$ cat config.mk
export PLATFORM = sky130hd
export DESIGN_NAME = keypad_scanner
export DESIGN_NICKNAME = d
export VERILOG_FILES = /design/src/rtl/keypad_scanner.sv
export SDC_FILE = /design/constraint.sdc
export NUM_CORES = 1
export LEC_CHECK = 0
export ABC_CLOCK_PERIOD_IN_PS = 4000
export CORE_MARGIN = 1.5
export CORE_UTILIZATION = 40
export DETAILED_ROUTE_END_ITERATION = 16
export HOLD_SLACK_MARGIN = 0.05
export SYNTH_ARGS = -nofsm -noshare
export SYNTH_HDL_FRONTEND = slang
export SYNTH_SLANG_ARGS = --single-unit
$ cat constraint.sdc
create_clock -name clk -period 4 [get_ports clk]
set_clock_uncertainty 0.15 [all_clocks]
set_input_delay 0.8 -clock clk [delete_from_list [all_inputs] [get_ports clk]]
set_output_delay 0.8 -clock clk [all_outputs]
set_load 0.01 [all_outputs]
$ cat src/rtl/keypad_scanner.sv
// Row-strobed keypad scanner: per-scan key detection, multi-scan debounce,
// registered key events and a 7-segment view of the last accepted key.
module keypad_scanner #(
  parameter int ROWS     = 4,
  parameter int COLS     = 3,
  parameter int SCAN_DIV = 50000,
  parameter int DEBOUNCE = 4,
  parameter int CODE_W   = (ROWS * COLS > 1) ? $clog2(ROWS * COLS) : 1
) (
  input  logic              clk,
  input  logic              rst_n,
  input  logic [COLS-1:0]   column,
  output logic [ROWS-1:0]   row,
  output logic [CODE_W-1:0] key_code,
  output logic              key_valid,
  output logic              key_held,
  output logic              multi_key,
  output logic [6:0]        display,
  output logic              common
);
  localparam int CW = $clog2(SCAN_DIV);
  localparam int RW = $clog2(ROWS);

  typedef enum logic [1:0] {C_NONE, C_SINGLE, C_MULTI} kind_e;
  typedef struct packed {
    kind_e             kind;
    logic [CODE_W-1:0] code;
  } cand_t;

  function automatic logic [6:0] seg7(input logic [3:0] n);
    case (n)
      4'h0: seg7 = 7'b1111110;  4'h1: seg7 = 7'b0110000;
      4'h2: seg7 = 7'b1101101;  4'h3: seg7 = 7'b1111001;
      4'h4: seg7 = 7'b0110011;  4'h5: seg7 = 7'b1011011;
      4'h6: seg7 = 7'b1011111;  4'h7: seg7 = 7'b1110000;
      4'h8: seg7 = 7'b1111111;  4'h9: seg7 = 7'b1111011;
      4'hA: seg7 = 7'b1110111;  4'hB: seg7 = 7'b0011111;
      4'hC: seg7 = 7'b1001110;  4'hD: seg7 = 7'b0111101;
      4'hE: seg7 = 7'b1001111;  default: seg7 = 7'b1000111;
    endcase
  endfunction

  logic [COLS-1:0]   col_s1_q, col_s2_q;
  logic [CW-1:0]     cnt_q, cnt_d;
  logic [RW-1:0]     row_idx_q, row_idx_d;
  logic [1:0]        hits_q, hits_d;
  logic [CODE_W-1:0] first_q, first_d;
  cand_t             prev_q, prev_d;
  logic [3:0]        stable_q, stable_d;
  logic              eval_q, eval_d;
  logic [CODE_W-1:0] key_code_q, key_code_d;
  logic              key_valid_q, key_valid_d;
  logic              key_held_q, key_held_d;
  logic              multi_key_q, multi_key_d;
  logic [6:0]        display_q, display_d;

  logic              sample;
  logic [1:0]        row_hits, tot;
  logic [2:0]        sum3;
  logic [CODE_W-1:0] col_idx, row_code;
  cand_t             cand;

  always_comb begin
    cnt_d       = cnt_q;
    row_idx_d   = row_idx_q;
    hits_d      = hits_q;
    first_d     = first_q;
    prev_d      = prev_q;
    stable_d    = stable_q;
    eval_d      = 1'b0;
    key_code_d  = key_code_q;
    key_valid_d = 1'b0;
    key_held_d  = key_held_q;
    multi_key_d = multi_key_q;
    display_d   = display_q;
    cand        = '{kind: C_NONE, code: '0};

    sample = (cnt_q == CW'(SCAN_DIV - 1));
    cnt_d  = sample ? '0 : cnt_q + 1'b1;

    // Saturating per-row hit count and lowest set column of this row.
    row_hits = 2'd0;
    col_idx  = '0;
    for (int i = COLS - 1; i >= 0; i--)
      if (col_s2_q[i]) col_idx = CODE_W'(i);
    for (int i = 0; i < COLS; i++)
      if (col_s2_q[i] && row_hits != 2'd2) row_hits = row_hits + 2'd1;
    row_code = CODE_W'(row_idx_q) * CODE_W'(COLS) + col_idx;
    sum3     = {1'b0, hits_q} + {1'b0, row_hits};
    tot      = (sum3 >= 3'd2) ? 2'd2 : sum3[1:0];

    if (sample) begin
      row_idx_d = (row_idx_q == RW'(ROWS - 1)) ? '0 : row_idx_q + 1'b1;
      if (row_idx_q == RW'(ROWS - 1)) begin
        case (tot)
          2'd0:    cand = '{kind: C_NONE,   code: '0};
          2'd1:    cand = '{kind: C_SINGLE, code: (hits_q == 2'd0) ? row_code : first_q};
          default: cand = '{kind: C_MULTI,  code: '0};
        endcase
        hits_d  = 2'd0;
        first_d = '0;
        if (cand == prev_q) begin
          if (stable_q < 4'(DEBOUNCE)) stable_d = stable_q + 4'd1;
        end else begin
          stable_d = 4'd1;
          prev_d   = cand;
        end
        eval_d = (stable_d == 4'(DEBOUNCE));
      end else begin
        hits_d  = tot;
        if (hits_q == 2'd0) first_d = row_code;
      end
    end

    // Acceptance runs the cycle after scan end on the stored stable candidate.
    if (eval_q) begin
      case (prev_q.kind)
        C_SINGLE: begin
          if (!key_held_q || prev_q.code != key_code_q) begin
            key_code_d  = prev_q.code;
            key_valid_d = 1'b1;
            key_held_d  = 1'b1;
            multi_key_d = 1'b0;
            display_d   = seg7(4'(prev_q.code));
          end
        end
        C_MULTI: begin
          multi_key_d = 1'b1;
          key_held_d  = 1'b0;
        end
        default: begin
          key_held_d  = 1'b0;
          multi_key_d = 1'b0;
        end
      endcase
    end
  end

  always_ff @(posedge clk or negedge rst_n) begin
    if (!rst_n) begin
      col_s1_q    <= '0;
      col_s2_q    <= '0;
      cnt_q       <= '0;
      row_idx_q   <= '0;
      hits_q      <= 2'd0;
      first_q     <= '0;
      prev_q      <= '{kind: C_NONE, code: '0};
      stable_q    <= 4'd0;
      eval_q      <= 1'b0;
      key_code_q  <= '0;
      key_valid_q <= 1'b0;
      key_held_q  <= 1'b0;
      multi_key_q <= 1'b0;
      display_q   <= 7'b0000000;
    end else begin
      col_s1_q    <= column;
      col_s2_q    <= col_s1_q;
      cnt_q       <= cnt_d;
      row_idx_q   <= row_idx_d;
      hits_q      <= hits_d;
      first_q     <= first_d;
      prev_q      <= prev_d;
      stable_q    <= stable_d;
      eval_q      <= eval_d;
      key_code_q  <= key_code_d;
      key_valid_q <= key_valid_d;
      key_held_q  <= key_held_d;
      multi_key_q <= multi_key_d;
      display_q   <= display_d;
    end
  end

  assign row       = ROWS'(1) << row_idx_q;
  assign key_code  = key_code_q;
  assign key_valid = key_valid_q;
  assign key_held  = key_held_q;
  assign multi_key = multi_key_q;
  assign display   = display_q;
  assign common    = 1'b0;
endmodule

Yosys cells after proc, flatten, opt, wreduce, memory -nomap -nowiden:

Memories as Yosys holds them, arrays and structs flattened. A register that Yosys moved wholly into a read port is not among the register bits.
Cells that the tools add are included.

* flip-flop bits (word level): 48
* ROM bits: 112
* logic and storage cells: 77
* memories kept: 1

* multiply operators: 1
* eq/ne operators: 11
* $add $sub $neg: 7
* $lt $le $gt $ge: 2
* bitwise operators: 1
* reductions and logical operators: 11
* mux-type cells: 28
* shifts and indexed selects: 1

Memory list
* (no name shown): depth 16, width 7, rd ports 1, clocked after Yosys merged registers in 1, wr ports 0, line 31 `case (n)`

Operators with widths (count)
* $mux 4: 6
* $add 16x1->16 const B: 1
* $eq 16x16->1 const B: 1
* $mux 16: 1
* $mux 2: 8
* $mux 6: 2
* $pmux 6 s2: 1
* $mux 1: 9
* $add 2x1->2 const B: 3
* $eq 6x6->1: 1
* $ne 2x2->1 const B: 3
* $reduce_and 3->1: 2
* $add 4x1->4 const B: 1
* $add 4x4->4: 1
* $eq 2x1->1 const B: 2
* $eq 2x2->1 const B: 2
* $eq 4x3->1 const B: 1
* $logic_not 2->1: 2
* $lt 4x3->1 const B: 1
* $mul 2x2->4 const B: 1
* $ne 4x4->1: 1
* $reduce_and 2->1: 2
* $shl 1x2->4 const A: 1
* $add 2x2->3: 1
* 6 further kinds: 8

Logic depth before layout (Yosys ltp):

Gate-level depths: netlist of run 1.

* depth after elaboration: 21
* depth in mapped cells: 12
* gate-level depth less buffers: 12

Least setup slack after synthesis of run 1:

OpenSTA, ideal clock, no wires.

* path type: reg2reg
* from: register col_s2_q[0]
* to: register stable_q[0]
* slack: 0.702 ns
* library setup time: 0.120 ns
* data arrival time: 3.027 ns
* cell stages (with the launch flop): 13
* period minus slack after synthesis: 3.298 ns
* cell sequence: dfrtp_1 -> inv_1 -> nand3_1 -> fa_1 -> inv_1 -> ha_1 -> fa_1 -> nor3b_1 -> or3_1 -> a211oi_2 -> o21ai_1 -> or4_1 -> o211a_1

* longest elaborated chain between the ends: 18

Ends and longest elaborated chain
* start, declared: line 43 `logic [COLS-1:0] col_s1_q, col_s2_q;`
* start signal, assigned: line 157 `col_s2_q <= col_s1_q;`
* branches (longest 11 deep; another with $add 2x2->3)
* $pmux 6 s2 (*): line 95 `case (tot)`
* $mux 6 (*): line 94 `if (row_idx_q == RW'(ROWS - 1)) begin`
* $mux 6 (*): line 92 `if (sample) begin`
* $eq 6x6->1 (*): line 102 `if (cand == prev_q) begin`
* $mux 4 (*): line 102
* $mux 4 (*): line 94
* $mux 4 (*): line 92
* end signal, assigned: line 163 `stable_q <= stable_d;`
* end, declared: line 49 `logic [3:0] stable_q, stable_d;`

Every way passes the cells marked *. The select of a mux whose other input is x is not followed.
A chain may end at the register's enable or synchronous reset.

Worst setup path in the final report of run 1:

* from: register col_s2_q[0]
* to: register prev_q[2] (netlist bit)

* longest elaborated chain between the ends: 17

Ends and longest elaborated chain
* branches (longest 11 deep; another with $add 2x2->3)
* $pmux 6 s2 (*): line 95
* $mux 6 (*): line 94
* $mux 6 (*): line 92
* $eq 6x6->1: line 102
* $not 1->1 (no line)
* $reduce_and 3->1 (no line)
* end signal, assigned: line 147 `prev_q <= '{kind: C_NONE, code: '0};`
* end signal, assigned: line 162 `prev_q <= prev_d;`
* end, declared: line 48 `cand_t prev_q, prev_d;`

Marked as above.

==> flow_summary.json, run 1 <==
{
  "status": "complete, no violations",
  "cp.arrival_ns": 3.63,
  "worst_setup_path_start_kind": "register",
  "yosys_warnings": 0,
  "grt_pass1_wl_um": 10800,
  "grt_pass1_vias": 2265,
  "route.detailed.drc": 0,
  "diodes": 0,
  "holdWs_ns": 0.206,
  "p_leak_nw": 1.58,
  "stdcell_count": 434,
  "cts_buffers": 5,
  "area_growth_syn_to_layout_pct": 12.5,
  "syn_area_um2": 3130,
  "crit_type": "reg2reg",
  "synth_top_family_by_area": "simple AND/OR/NAND/NOR gates",
  "antenna_found_initial": 0,
  "synth_commonest_cells": "55 x dfrtp_1, 28 x o21ai_0, 24 x nand2_1",
  "wl_per_cell_um": 14.0,
  "crit_path_end_kind": "register",
  "synth_fa_ha_area_share_pct": 9.91,
  "chipWidth_um": 91.5,
  "fin_tns_setup_ns": 0,
  "netlist.area_leader.share_pct": 44.0,
  "yosysSeqAreaShare_pct": 44.0,
  "cts_buffer_depth": 2,
  "yosysMostFrequentCell": "dfrtp_1",
  "place_hpwl_um": 4380,
  "die-area_um2": 8370,
  "h-tree-depth": 2,
  "period_share_pct": 89.5,
  "via_per_inst": 5.38,
  "max-slew-margin-rel_pct": 46.7,
  "vias": 2337,
  "place_area_um2": 3440,
  "slew_viol_final": 0,
  "powerDensity_nw_per_um2": 263,
  "first_pass_iters": 4,
  "nFillCells": 754,
  "critPathMaxFanout": 8,
  "coreArea_um2": 7650,
  "peakVddDrop_mv": 0.109,
  "overflow": 0,
  "hold_path_class": "reg2reg",
  "critPathRequiredTime_ns": 4.05,
  "ant_nets": 0,
  "final_area_um2": 3520,
  "max_freq_mhz": 279,
  "initial_core_util_pct": 40.9,
  "setup_viol": 0,
  "dp.cells": 427,
  "grt.total_usage_pct": 15.8,
  "synth_cells": 311,
  "clock_latency_ns": 0.31,
  "crit_path_end": "prev_q[2]",
  "cts_hold_buf": 0,
  "ys_seq_elements": 55,
  "rr_worst_depth": 12,
  "routabilityCongestion": 0.786,
  "worstSetupStartpoint": "col_s2_q[0]",
  "clock_sinks": 55,
  "ys_top_cells_by_area": "dfrtp_1 44%, ha_1 8.0%, o21ai_0 4.5%, nand2_1 2.9%, nor2_1 2.6%",
  "port_buffers": 22,
  "clk_pin_slew_ns": 0.09,
  "synth-edff-count": 0,
  "cts_resized": 0,
  "num_rows": 32,
  "io_pins": 24,
  "cts_setup_buffers": 0,
  "drive_gt1_share_pct": 6.63,
  "regToRegStartpoint": "col_s2_q[0]",
  "syn_avg_cell_area_um2": 10.1,
  "fin_ws_ns": 0.420,
  "wl_um": 6070,
  "async_flop_share_pct": 100,
  "synth_compound_area_share_pct": 14.3,
  "period_minus_slack_ns": 3.58,
  "r2r-end": "prev_q[2]",
  "synthXorXnorAreaFrac_pct": 4.76,
  "report.final.hold_viol_count": 0,
  "ff2ff_setup_slack_ns": 0.42,
  "die_h_um": 91.5,
  "rsz0062_at_grt": "false",
  "grt_max_degree": 36,
  "ys_types": 64,
  "fin_nets": 360,
  "max_cap_viol_count": 0,
  "syn_nets": 339,
  "synth_largest_area_cell": "dfrtp_1",
  "synth_flop_cell": "dfrtp_1",
  "drtIter0Drc": 114,
  "yosys.area_share.simple_pct": 20.1,
  "pre_cts_ws_ns": 0.429,
  "synthMuxAreaShare_pct": 3.00,
  "cts-root-buf": "clkbuf_8",
  "tightest_slew_ns": 0.800,
  "cts_tree": "done"
}
-- worst max-delay path, stage by stage (launching register included) --
cell and delay (ns):
dfrtp_1 0.41, ha_1 0.19, nand2b_1 0.18, xnor2_1 0.15, ha_1 0.16, inv_1 0.05, fa_1 0.53, nand3_1 0.24
a221oi_1 0.39, o211ai_1 0.20, o21bai_1 0.26, o21bai_4 0.24, mux2_4 0.32
-- cells in the final DEF (no fill, tap or decap), types with 3 or more instances in the layout --
cell and n:
dfrtp_1 55, o21ai_0 28, nand2_1 24, nor2_1 22, clkdlybuf4s50_1 21, ha_1 20, inv_1 18, a21oi_1 11
nand3_1 10, xnor2_1 9, xor2_1 8, nor3_1 7, or3_1 6, clkbuf_8 6, nand4_1 5, a211oi_1 5
nand2b_1 4, and2_1 4, and3_1 3, nor2b_1 3, mux2i_1 3, or3b_1 3, fa_1 3
-- metrics by stage --
step	utilization [%]	power [mW]
floorplan	-	0.601
global placement	44.9	0.621
detailed placement	44.9	0.622
CTS	46.1	0.942
global route	46.1	0.972
finish	46.1	0.925
-- per-layer routing --
layer / global-route usage, % / share of wire (%) / vias up
met5: 0 / 0 / -
met4: 4.82 / 1.2 / 0
met3: 3.27 / 4.6 / 6
met2: 24.4 / 45 / 59
met1: 22.3 / 49 / 1130
li1: - / - / 1142
-- cells by family after synthesis --
family	after synthesis
multiplexers	7
AND/OR/NAND/NOR	111
other	1
XOR/XNOR	17
flip-flops	55
AO/OA/AOI/OAI	69
adder cells (fa/ha/maj)	23
buffers and inverters	28
-- flip-flops by register name, summed over array words and instances (netlist names), 2 cells and up --
register,cells
cnt_q,16
display,7
prev_q,6
first_q,4
key_code,4
stable_q,4
col_s1_q,3
col_s2_q,3
hits_q,2
row_idx_q,2
-- worst min path at each step --
stage / startpoint / endpoint / slack (ns) / cells past startpoint
finish: col_s1_q[0] / col_s2_q[0] / 0.21 / 0
global route: col_s1_q[0] / col_s2_q[0] / 0.22 / 0
CTS: col_s1_q[0] / col_s2_q[0] / 0.21 / 0
detailed placement: col_s1_q[0] / col_s2_q[0] / 0.19 / 0
global placement: col_s1_q[2] / col_s2_q[2] / 0.18 / 0
floorplan: col_s1_q[0] / col_s2_q[0] / 0.18 / 0
-- report_power, final --
group / internal, mW / total [mW] / switching (mW) / leakage, nW
Clock: 0.136 / 0.315 / 0.179 / 0.0470
Sequential: 0.559 / 0.560 / 0.00155 / 0.740
Combinational: 0.0175 / 0.0496 / 0.0321 / 0.789
Total: 0.713 / 0.925 / 0.212 / 1.58
-- final cells by class --
class / instances / area [µm²] / share of cell area (%)
Clock inverter: 1 / 5.00 / 0.142
Tap cell: 102 / 128 / 3.62
Multi-Input combinational cell: 228 / 1630 / 46.4
Clock buffer: 6 / 82.6 / 2.34
Inverter: 18 / 67.6 / 1.92
Timing Repair Buffer: 24 / 230 / 6.53
Sequential cell: 55 / 1380 / 39.1
No activity file was read; power rests on OpenSTA's default activity.
==> run 2: changes to the inputs <==
- ABC_AREA: unset -> 1
==> run 2 against run 1 <==
Against the previous run:
- first-iteration DRC count rose by 26%
- clock power fell by 5%
- sequential cell count did not move
- sequential share of layout area fell by 0.069 points
==> flow_summary.json, run 2 <==
{
  "status": "complete, no violations",
  "clk_pin_slew_ns": 0.09,
  "critPathTopFamily": "simple AND/OR/NAND/NOR gates",
  "final_common_cell": "nand2_1",
  "peakVddDrop_mv": 0.138,
  "initial_core_util_pct": 41.2,
  "grt_pass1_wl_um": 10400,
  "cts_buffers": 5,
  "clock_latency_ns": 0.30,
  "ys_types": 32,
  "synth_cells": 390,
  "regArea_um2": 1380,
  "synth-edff-count": 0,
  "yosysMostFrequentCell": "nand2_1",
  "routabilityCongestion": 0.832,
  "chipWidth_um": 92.3,
  "max-slew-margin-rel_pct": 48.7,
  "drive_gt1_share_pct": 7.58,
  "yosysSeqAreaShare_pct": 43.2,
  "area_growth_syn_to_layout_pct": 10.8,
  "largest_register_ffs": 16,
  "route.detailed.drc": 0,
  "worstPathBufferInverterCount": 2,
  "crit_path_end_kind": "register",
  "mostFrequentLayoutCells": "94 x nand2_1, 58 x inv_1, 55 x dfrtp_1",
  "period_minus_slack_ns": 3.26,
  "cts-root-buf": "clkbuf_8",
  "num_rows": 32,
  "period_share_pct": 81.5,
  "worstSetupStartpoint": "col_s2_q[0]",
  "synth_flop_cell": "dfrtp_1",
  "place_hpwl_um": 4270,
  "cpPeakStageDelay_ns": 0.49,
  "clock_sinks": 55,
  "cts_buffer_depth": 2,
  "fin_tns_setup_ns": 0,
  "wl_um": 5750,
  "cts_resized": 0,
  "hold_path_class": "reg2reg",
  "vias": 2419,
  "rsz0062_at_grt": "false",
  "crit_top_cell": "nand2_1",
  "syn_nets": 418,
  "first_pass_iters": 4,
  "die-area_um2": 8510,
  "max_flop_register": "cnt_q",
  "regToRegStartpoint": "col_s2_q[0]",
  "slew_viol_final": 0,
  "critPathMaxFanout": 13,
  "max_freq_mhz": 307,
  "grt.total_usage_pct": 15.1,
  "worstHoldStart": "col_s1_q[0]",
  "cts_tree": "done",
  "h-tree-depth": 2,
  "die_h_um": 92.3,
  "crit_path_cell_trace": "inv_1 > ha_1 > xnor2_1 > ha_1 > inv_1 > fa_1 > nand2_2 > nor2_4 > nand3_1 > nand2_1 > nand2_1 > nor2_1 > nand3_2 > nand2_1 > nand2_1 > nand2_1",
  "port_buffers": 22,
  "report.final.hold_viol_count": 0,
  "syn_avg_cell_area_um2": 8.17,
  "async_flop_share_pct": 100,
  "grt_pass1_vias": 2363,
  "cts_hold_buf": 0,
  "diodes": 0,
  "multi_input_area_um2": 1490,
  "synth_largest_area_cell": "dfrtp_1",
  "antenna_found_initial": 0,
  "io_pins": 24,
  "wl_per_cell_um": 11.3,
  "netlist.area_leader.share_pct": 43.2,
  "drtIter0Drc": 144,
  "ys_top_cells_by_area": "dfrtp_1 43%, nand2_1 11%, ha_1 7.9%, inv_1 6.8%, o21ai_0 4.2%",
  "crit_type": "reg2reg",
  "ant_nets": 0,
  "worst_setup_path_start_kind": "register",
  "grt_max_degree": 36,
  "cp.arrival_ns": 3.36,
  "yosys_warnings": 0,
  "powerDensity_nw_per_um2": 258,
  "coreArea_um2": 7730,
  "holdWs_ns": 0.206,
  "max_cap_viol_count": 0,
  "tightest_slew_ns": 0.770,
  "p_leak_nw": 1.75,
  "setup_viol": 0,
  "via_per_inst": 4.73,
  "syn_area_um2": 3190,
  "ys_seq_elements": 55,
  "synth_commonest_cells": "94 x nand2_1, 58 x inv_1, 55 x dfrtp_1",
  "overflow": 0,
  "cp_slowest_cell": "fa_1",
  "critPathRequiredTime_ns": 4.10,
  "fin_nets": 436,
  "nFillCells": 748,
  "cts_setup_buffers": 0
}
run 2: cell families after synthesis:
| logic type | synth area share (%) |
|---|---|
| and+or+nand+nor | 24.9 |
| AOI/OAI and AO/OA | 9.58 |
| DFF | 43.2 |
| other | 0.118 |
| adders and majority gates | 9.74 |
| xor gates and xnor gates | 2.20 |
| buffers and inverters | 9.97 |
| muxes | 0.314 |
run 2: metal layers:
layer  wire (µm)  up-vias  track usage [%]
met1        2840     1117             19.3
met4          65        0             4.87
met2        2720       27             25.7
met3         137        7             2.74
met5           0        -                0
li1            -     1268                -
run 2: worst paths after layout:
kind	endpoint	slack (ns)	cells past startpoint
worst max-delay path	prev_q[2]	0.74	16
worst min-delay path	col_s2_q[0]	0.21	0
worst max register to register	prev_q[2]	0.74	16
worst min register to register	col_s2_q[0]	0.21	0
max in group asynchronous	key_code[1]	2.50	2
min in group asynchronous	col_s1_q[2]	0.41	1
run 2: report_power, final:
group          internal [mW]  switching (mW)
sequential             0.559         0.00168
clock                  0.124           0.174
combinational         0.0147          0.0370
total                  0.697           0.213
run 2: layout make-up:
| cell class | instances | share of cell area [%] |
|---|---|---|
| Tap cell | 102 | 3.62 |
| Timing Repair Buffer | 23 | 6.31 |
| Clock buffer | 7 | 2.16 |
| Inverter | 61 | 6.49 |
| Sequential cell | 55 | 39.0 |
| Multi-Input combinational cell | 262 | 42.3 |
| Clock inverter | 1 | 0.142 |
run 2: stage by stage:
stage / power (mW) / setup slack, ns / utilization [%] / area (µm²) / instances
after floorplan: 0.609 / 1.28 / - / 3190 / 390
after global placement: 0.623 / 0.855 / 44.6 / 3450 / 503
after detailed placement: 0.625 / 0.735 / 44.6 / 3450 / 503
after CTS: 0.929 / 0.713 / 45.7 / 3530 / 511
after global routing: 0.958 / 0.390 / 45.7 / 3530 / 511
final: 0.910 / 0.741 / 45.7 / 3530 / 511
